--- config.mk ---
export PLATFORM = sky130hd
export DESIGN_NAME = fetch_unit_flat
export DESIGN_NICKNAME = d
export VERILOG_FILES = /design/src/rtl/fetch_pkg.sv /design/src/rtl/fetch_if.sv /design/src/rtl/fetch_queue.sv /design/src/rtl/fetch_unit.sv /design/src/flat_wrapper.sv
export SDC_FILE = /design/constraint.sdc
export NUM_CORES = 1
export LEC_CHECK = 0
export CAP_MARGIN = 20
export CORE_MARGIN = 2
export CORE_UTILIZATION = 40
export CTS_CLUSTER_SIZE = 25
export DETAILED_ROUTE_END_ITERATION = 8
export SLEW_MARGIN = 20
export SYNTH_ARGS = -nofsm -noshare
export SYNTH_HDL_FRONTEND = slang
export SYNTH_HIERARCHICAL = 1
export SYNTH_SLANG_ARGS = --single-unit
--- constraint.sdc ---
create_clock -name clk -period 5.55 [get_ports clk]
set_clock_uncertainty 0.1 [all_clocks]
set_input_delay 0.8325 -clock clk [delete_from_list [all_inputs] [get_ports clk]]
set_output_delay 0.8325 -clock clk [all_outputs]
set_load 0.02 [all_outputs]
--- src/rtl/fetch_pkg.sv ---
// fetch_pkg: shared types and constants for the instruction-fetch front end.
// The fetch FSM states, the queued {pc, instr} entry and the NOP value
// presented when nothing has been fetched yet all live here.
package fetch_pkg;

    localparam int          WORD_W    = 32;
    localparam logic [31:0] NOP_INSTR = 32'h0000_0013;

    typedef enum logic [1:0] {
        IDLE = 2'd0,
        WAIT = 2'd1,
        KILL = 2'd2
    } fetch_state_t;

    typedef struct packed {
        logic [WORD_W-1:0] pc;
        logic [WORD_W-1:0] instr;
    } fetch_entry_t;

endpackage

--- src/rtl/fetch_if.sv ---
// fetch_if: single-outstanding instruction-memory request/response bus.
// The fetch unit is the master (drives req/addr), the memory the slave.
interface fetch_if
    import fetch_pkg::*;
#(
    parameter int W = WORD_W
);

    logic         imem_req;
    logic [W-1:0] imem_addr;
    logic         imem_rvalid;
    logic [W-1:0] imem_rdata;

    modport master (
        output imem_req,
        output imem_addr,
        input  imem_rvalid,
        input  imem_rdata
    );

    modport slave (
        input  imem_req,
        input  imem_addr,
        output imem_rvalid,
        output imem_rdata
    );

endinterface

--- src/rtl/fetch_queue.sv ---
// fetch_queue: 2-entry FIFO of fetched {pc, instr} pairs.
// Entry 0 is always the head. Flush wins over push; push and pop may
// happen in the same cycle, including when the queue is full.
module fetch_queue
    import fetch_pkg::*;
(
    input  logic         clk,
    input  logic         reset,
    input  logic         i_push,
    input  fetch_entry_t i_pushEntry,
    input  logic         i_pop,
    input  logic         i_flush,
    output logic [1:0]   o_count,
    output fetch_entry_t o_head
);

    fetch_entry_t r_entry0;
    fetch_entry_t r_entry1;
    logic [1:0]   r_count;
    logic         w_doPop;
    logic         w_doPush;

    // Qualify pop/push so an empty pop or a full push without pop is ignored.
    always_comb begin
        w_doPop  = i_pop && (r_count != 2'd0);
        w_doPush = i_push && ((r_count != 2'd2) || w_doPop);
    end

    // Shift-register FIFO: pops move entry1 into the head slot.
    always_ff @(posedge clk) begin
        if (!reset) begin
            r_count  <= 2'd0;
            r_entry0 <= '0;
            r_entry1 <= '0;
        end else if (i_flush) begin
            r_count <= 2'd0;
        end else begin
            case ({w_doPush, w_doPop})
                2'b10: begin
                    if (r_count == 2'd0) begin
                        r_entry0 <= i_pushEntry;
                    end else begin
                        r_entry1 <= i_pushEntry;
                    end
                    r_count <= r_count + 2'd1;
                end
                2'b01: begin
                    r_entry0 <= r_entry1;
                    r_count  <= r_count - 2'd1;
                end
                2'b11: begin
                    if (r_count == 2'd1) begin
                        r_entry0 <= i_pushEntry;
                    end else begin
                        r_entry0 <= r_entry1;
                        r_entry1 <= i_pushEntry;
                    end
                end
                default: begin
                end
            endcase
        end
    end

    assign o_count = r_count;
    assign o_head  = r_entry0;

endmodule

--- src/rtl/fetch_unit.sv ---
// fetch_unit: instruction-fetch front end feeding the F->D register.
// Owns the fetch PC, keeps one memory request outstanding at a time, buffers
// returned words in a 2-entry queue and applies execute-stage redirects,
// discarding responses made stale by a redirect (KILL state).
// Optional feature macro: FETCH_MISALIGN_TRAP_EN -- when defined, a redirect
// to a non-word-aligned target raises FetchExcF and halts fetch until the next
// redirect or reset; when undefined the low target bits are forced to zero.
module fetch_unit
    import fetch_pkg::*;
#(
    parameter int                    word_width = WORD_W,
    parameter logic [word_width-1:0] RESET_PC   = '0
) (
    input  logic                  clk,
    input  logic                  reset,
    input  logic                  StallF,
    input  logic                  PCSrcE,
    input  logic [word_width-1:0] PCTargetE,
    fetch_if.master               imem,
    output logic [word_width-1:0] instrF,
    output logic [word_width-1:0] PCF,
    output logic [word_width-1:0] PCPlus4F,
    output logic                  FetchValidF,
    output logic                  FetchExcF
);

    fetch_state_t          r_state;
    logic [word_width-1:0] r_fetchPc;
    logic [word_width-1:0] r_reqPc;
    logic [word_width-1:0] r_excPc;
    logic                  r_exc;

    logic [1:0]            w_count;
    fetch_entry_t          w_head;
    fetch_entry_t          w_pushEntry;
    logic                  w_push;
    logic                  w_pop;
    logic                  w_outstanding;
    logic                  w_slotFree;
    logic                  w_misalign;
    logic                  w_blocked;
    logic                  w_issue;
    logic [2:0]            w_countNext;
    logic [word_width-1:0] w_target;
    logic [word_width-1:0] w_issueAddr;

`ifdef FETCH_MISALIGN_TRAP_EN
    assign w_target   = PCTargetE;
    assign w_misalign = PCSrcE && (PCTargetE[1:0] != 2'b00);
`else
    assign w_target   = {PCTargetE[word_width-1:2], 2'b00};
    assign w_misalign = 1'b0;
`endif

    assign FetchValidF = (w_count != 2'd0);
    assign FetchExcF   = r_exc;

    // Issue decision: a request may go out when no live request blocks the
    // port and the queue will hold at most one entry at the end of the cycle.
    always_comb begin
        w_outstanding  = (r_state == WAIT) || (r_state == KILL);
        w_slotFree     = (r_state == IDLE) || (w_outstanding && imem.imem_rvalid);
        w_push         = (r_state == WAIT) && imem.imem_rvalid && !PCSrcE;
        w_pop          = FetchValidF && !StallF && !PCSrcE;
        w_countNext    = PCSrcE ? 3'd0
                                : (3'({1'b0, w_count}) + 3'(w_push) - 3'(w_pop));
        w_blocked      = PCSrcE ? w_misalign : r_exc;
        w_issueAddr    = PCSrcE ? w_target : r_fetchPc;
        w_issue        = reset && w_slotFree && !w_blocked && (w_countNext <= 3'd1);
        w_pushEntry    = '{pc: r_reqPc, instr: imem.imem_rdata};
        imem.imem_req  = w_issue;
        imem.imem_addr = w_issue ? w_issueAddr : '0;
    end

    // Request FSM plus fetch/request PC and misaligned-target exception state.
    always_ff @(posedge clk) begin
        if (!reset) begin
            r_state   <= IDLE;
            r_fetchPc <= RESET_PC;
            r_reqPc   <= '0;
            r_exc     <= 1'b0;
            r_excPc   <= '0;
        end else begin
            if (w_issue) begin
                r_state   <= WAIT;
                r_reqPc   <= w_issueAddr;
                r_fetchPc <= w_issueAddr + word_width'(4);
            end else begin
                if (w_outstanding && !imem.imem_rvalid) begin
                    r_state <= PCSrcE ? KILL : r_state;
                end else begin
                    r_state <= IDLE;
                end
                if (PCSrcE) begin
                    r_fetchPc <= w_target;
                end
            end
            if (PCSrcE) begin
                r_exc   <= w_misalign;
                r_excPc <= PCTargetE;
            end
        end
    end

    // Present the queue head, or the empty/exception values when nothing is queued.
    always_comb begin
        instrF   = NOP_INSTR;
        PCF      = '0;
        PCPlus4F = '0;
        if (FetchValidF) begin
            instrF   = w_head.instr;
            PCF      = w_head.pc;
            PCPlus4F = w_head.pc + word_width'(4);
        end else if (r_exc) begin
            PCF = r_excPc;
        end
    end

    fetch_queue u_queue (
        .clk         (clk),
        .reset       (reset),
        .i_push      (w_push),
        .i_pushEntry (w_pushEntry),
        .i_pop       (w_pop),
        .i_flush     (PCSrcE),
        .o_count     (w_count),
        .o_head      (w_head)
    );

endmodule

--- src/flat_wrapper.sv ---
// flat-port wrapper written by rule: the top's interface ports become plain ports
module fetch_unit_flat import fetch_pkg::*;
#(
    parameter int                    word_width = WORD_W,
    parameter logic [word_width-1:0] RESET_PC   = '0
)
  (clk, reset, StallF, PCSrcE, PCTargetE, instrF, PCF, PCPlus4F, FetchValidF, FetchExcF, imem_imem_req, imem_imem_addr, imem_imem_rvalid, imem_imem_rdata);
  fetch_if imem_i ();
  input  logic clk;
  input  logic reset;
  input  logic StallF;
  input  logic PCSrcE;
  input  logic [word_width-1:0] PCTargetE;
  output logic [word_width-1:0] instrF;
  output logic [word_width-1:0] PCF;
  output logic [word_width-1:0] PCPlus4F;
  output logic FetchValidF;
  output logic FetchExcF;
  output wire logic [$bits(imem_i.imem_req)-1:0] imem_imem_req;
  output wire logic [$bits(imem_i.imem_addr)-1:0] imem_imem_addr;
  input wire logic [$bits(imem_i.imem_rvalid)-1:0] imem_imem_rvalid;
  input wire logic [$bits(imem_i.imem_rdata)-1:0] imem_imem_rdata;
  assign imem_imem_req = imem_i.imem_req;
  assign imem_imem_addr = imem_i.imem_addr;
  assign imem_i.imem_rvalid = imem_imem_rvalid;
  assign imem_i.imem_rdata = imem_imem_rdata;
  fetch_unit #(.word_width(word_width), .RESET_PC(RESET_PC)) u_core (.clk(clk), .reset(reset), .StallF(StallF), .PCSrcE(PCSrcE), .PCTargetE(PCTargetE), .imem(imem_i), .instrF(instrF), .PCF(PCF), .PCPlus4F(PCPlus4F), .FetchValidF(FetchValidF), .FetchExcF(FetchExcF));
endmodule
==> impl_metrics.env <==
export IMPL_postSynthAreaPerCell_um2=7.95
export IMPL_path_clk_slew_ns=0.05
export IMPL_cp_data_arrival_time_ns=4.40
export IMPL_num_vias=10400
export IMPL_clock_tree_from_tritoncts="done"
export IMPL_place_area_um2=13600
export IMPL_synth_cell_types=69
export IMPL_final_setup_tns_ns=0
export IMPL_drt_wl_total_mm=34.7
export IMPL_timing_max_slew_rel_slack_pct=35.0
export IMPL_cts_buffers_inserted=27
export IMPL_hold_path_class="register to register"
export IMPL_worst_slew_pin_transition_ns=0.975
export IMPL_power_total_mw=4.22
export IMPL_io_pins=200
export IMPL_drt_wirelength_per_cell_um=17.4
export IMPL_placeableCoreArea_um2=28500
export IMPL_grt_total_usage_pct=22.2
export IMPL_ys_seq_elements=229
export IMPL_detail_route_first_pass_iterations=5
export IMPL_clk_root_buffer_cell="sky130_fd_sc_hd__clkbuf_16"
export IMPL_signed_area_change_from_the_synthesized_netlist_to_the_final_layout_pct=26.6
export IMPL_synth_edff_count=0
export IMPL_grt_antenna_before_repair=0
export IMPL_grt_setup_unrepaired="false"
export IMPL_port_buffer_count=199
export IMPL_gp_congestion=0.837
export IMPL_finalNetCount=1674
export IMPL_post_cts_resized=0
export IMPL_finalMaxSlewViolations=0
export IMPL_report_final_setup_viol=0
export IMPL_total_area_of_multi_input_combinational_cells_um2=6250
export IMPL_critical_path_slowest_cell="sky130_fd_sc_hd__clkdlybuf4s50_1"
export IMPL_cell_count_post_placement=1949
export IMPL_layout_min_cycle_time_ns=5.33
export IMPL_detail_route_vias_per_cell=5.22
export IMPL_outcome="finished, final reports clean"
export IMPL_start_util_pct=40.4
export IMPL_cp_required_ns=4.62
export IMPL_power_density_nw_per_um2=289
export IMPL_syn_area_um2=11500
export IMPL_seqCellArea_um2=4580
export IMPL_final_instance_count_excl_fillers=1997
export IMPL_critPathKind="input pin to primary output"
export IMPL_setup_reg_to_reg_worst_slack_ns=1.86
export IMPL_layout_worst_path_cycle_share_pct=96.0
export IMPL_whs_ns=0.355
export IMPL_most_common_layout_cells="367 x sky130_fd_sc_hd__nand2_1, 229 x sky130_fd_sc_hd__dfxtp_1, 197 x sky130_fd_sc_hd__clkdlybuf4s50_1"
export IMPL_fmaxAchievable_mhz=188
export IMPL_drive_above_1_share_pct=9.55
export IMPL_detail_route_iter0_violations=823
export IMPL_dp_hpwl_mm=23.7
export IMPL_async_flop_share_pct=0
export IMPL_fp_dieH_um=174
export IMPL_p_leak_nw=5.35
export IMPL_worst_setup_path_start_kind="input pin"
export IMPL_cts_sink_count=229
export IMPL_end_kind="primary output"
export IMPL_grt_max_degree=99
export IMPL_peakVddDrop_mv=0.210
export IMPL_number_of_nets_produced_by_synthesis=1531
export IMPL_ys_warn_count=6
export IMPL_syn_instance_count=1451
export IMPL_ys_dominant_reg_cell="sky130_fd_sc_hd__dfxtp_1"
export IMPL_drc_errors=0
export IMPL_synth_yosys_seq_area_share_pct=39.7
export IMPL_path_max_fanout=20
export IMPL_htree_depth=1
export IMPL_design_area_um2=14600
export IMPL_clock_tree_buffer_depth=3
export IMPL_layout_commonest_cell="sky130_fd_sc_hd__nand2_1"
export IMPL_fp_row_count=62
export IMPL_path_cells="clkdlybuf4s50_1, nand2_1, or2_2, ha_1, inv_1, ha_1, fa_1, nor2_1, a21oi_2, or2_2, clkinv_1, buf_4, nand2_1, inv_1, clkdlybuf4s50_1"
export IMPL_cp_slowest_stage_delay_ns=0.60
export IMPL_number_of_setup_buffers_added_after_cts=0
export IMPL_residual_overflow_from_global_routing=0
export IMPL_num_antenna_cells=0
export IMPL_first_global_vias=9454
export IMPL_ant_nets=0
export IMPL_final_hold_viol_count=0
export IMPL_fp_dieW_um=174
export IMPL_cap_violations=0
export IMPL_cts_hold_buffers=0
export IMPL_first_pass_grt_wire_length_mm=54.1
export IMPL_dieArea_um2=30200
export IMPL_filler_cell_count=2808
export IMPL_worst_skew_pair_late_latency_ns=0.53
## power breakdown
group / total (mW) / internal [mW] / switching, mW
Combinational: 0.455 / 0.193 / 0.262
Sequential: 1.78 / 1.72 / 0.0680
Clock: 1.98 / 1.27 / 0.713
Total: 4.22 / 3.18 / 1.04
## path summary, 6_finish.rpt
kind	startpoint	to	cells after the start
worst min register to register	u_core/r_fetchPc[0]$_SDFF_PN0_	u_core/r_fetchPc[0]$_SDFF_PN0_	1
worst max register to register	u_core/r_state[1]$_SDFFE_PP0P_	u_core/r_fetchPc[6]$_SDFF_PN0_	16
worst min-delay path	u_core/r_fetchPc[0]$_SDFF_PN0_	u_core/r_fetchPc[0]$_SDFF_PN0_	1
worst max-delay path	imem_imem_rvalid	imem_imem_addr[4]	15
## kinds of logic (layout without fill, tap and decap cells)
group	count (synthesis)	in the layout	synth area share (%)
buffers and inverters	140	302	6.31
flip-flops	229	229	39.7
XOR/XNOR	30	30	2.28
adder cells (fa/ha/maj)	11	11	1.26
multiplexers	61	61	5.33
AND/OR/NAND/NOR	681	681	26.7
AO/OA/AOI/OAI	299	299	18.4
## cells in the mapped netlist (4+ instances only)
library cell               number  area share, %
sky130_fd_sc_hd__and2_1        38            2.1
sky130_fd_sc_hd__nand2_1      367             12
sky130_fd_sc_hd__a211oi_1      26            1.7
sky130_fd_sc_hd__nand2b_1      21            1.1
sky130_fd_sc_hd__nand4_1       13           0.71
sky130_fd_sc_hd__buf_8          6           0.78
sky130_fd_sc_hd__o21a_1         4           0.26
sky130_fd_sc_hd__a21oi_1       29            1.3
sky130_fd_sc_hd__ha_1          10            1.1
sky130_fd_sc_hd__o21ai_1       40            1.7
sky130_fd_sc_hd__nand4b_1       4           0.30
sky130_fd_sc_hd__buf_6          9           0.88
sky130_fd_sc_hd__clkbuf_1      52            1.7
sky130_fd_sc_hd__buf_1          4           0.13
sky130_fd_sc_hd__xnor2_1       19            1.4
sky130_fd_sc_hd__and3_1         6           0.33
sky130_fd_sc_hd__dfxtp_1      229             40
sky130_fd_sc_hd__or3_1          6           0.33
sky130_fd_sc_hd__nor2_1       114            3.7
sky130_fd_sc_hd__nand3_1       54            2.3
sky130_fd_sc_hd__o21ai_0       49            2.1
sky130_fd_sc_hd__mux2i_1       58            5.0
sky130_fd_sc_hd__nor4_1         8           0.43
sky130_fd_sc_hd__a21boi_2      60            5.9
sky130_fd_sc_hd__and4_1         4           0.30
sky130_fd_sc_hd__a31oi_1       65            3.5
sky130_fd_sc_hd__nor3_1        20           0.87
sky130_fd_sc_hd__inv_1         29           0.94
sky130_fd_sc_hd__a21boi_0       5           0.33
sky130_fd_sc_hd__buf_2         35            1.5
sky130_fd_sc_hd__xor2_1        11           0.84
## layer usage
layer | vias to the layer above | global-route usage, % | share of wire, %
met5 | - | 0 | 0
met4 | 0 | 4.13 | 1.2
met3 | 29 | 3.20 | 6.0
met2 | 329 | 33.0 | 43
met1 | 4846 | 34.0 | 49
li1 | 5224 | - | -
## stage by stage
stage               setup slack (ns)  util [%]
floorplan                    0.00941         -
global placement               0.267      47.7
detailed placement             0.236      47.7
CTS                            0.229      51.2
global route                  0.0511      51.2
finish                         0.222      51.2
## registers in the layout (all words and copies together) (netlist names)
register,cells
u_core/r_fetchPc,32
u_core/u_queue/r_entry1,64
u_core/r_excPc,32
u_core/u_queue/o_head,64
u_core/u_queue/o_count,2
u_core/r_reqPc,32
u_core/r_state,2
u_core/FetchExcF,1
## critical path, delay by kind of cell
family	cells	cell delay, ns
compound gates	1	0.07
fa+ha+maj	3	0.91
simple gates	5	1.04
buf+inv	6	1.55
## layout make-up
type | count | share of cell area, %
Clock buffer | 33 | 5.05
Clock inverter | 15 | 1.79
Timing Repair Buffer | 223 | 14.9
Sequential cell | 229 | 31.4
Multi-Input combinational cell | 1082 | 42.8
Tap cell | 384 | 3.29
Inverter | 31 | 0.797
(Power assumes the default switching activity.)
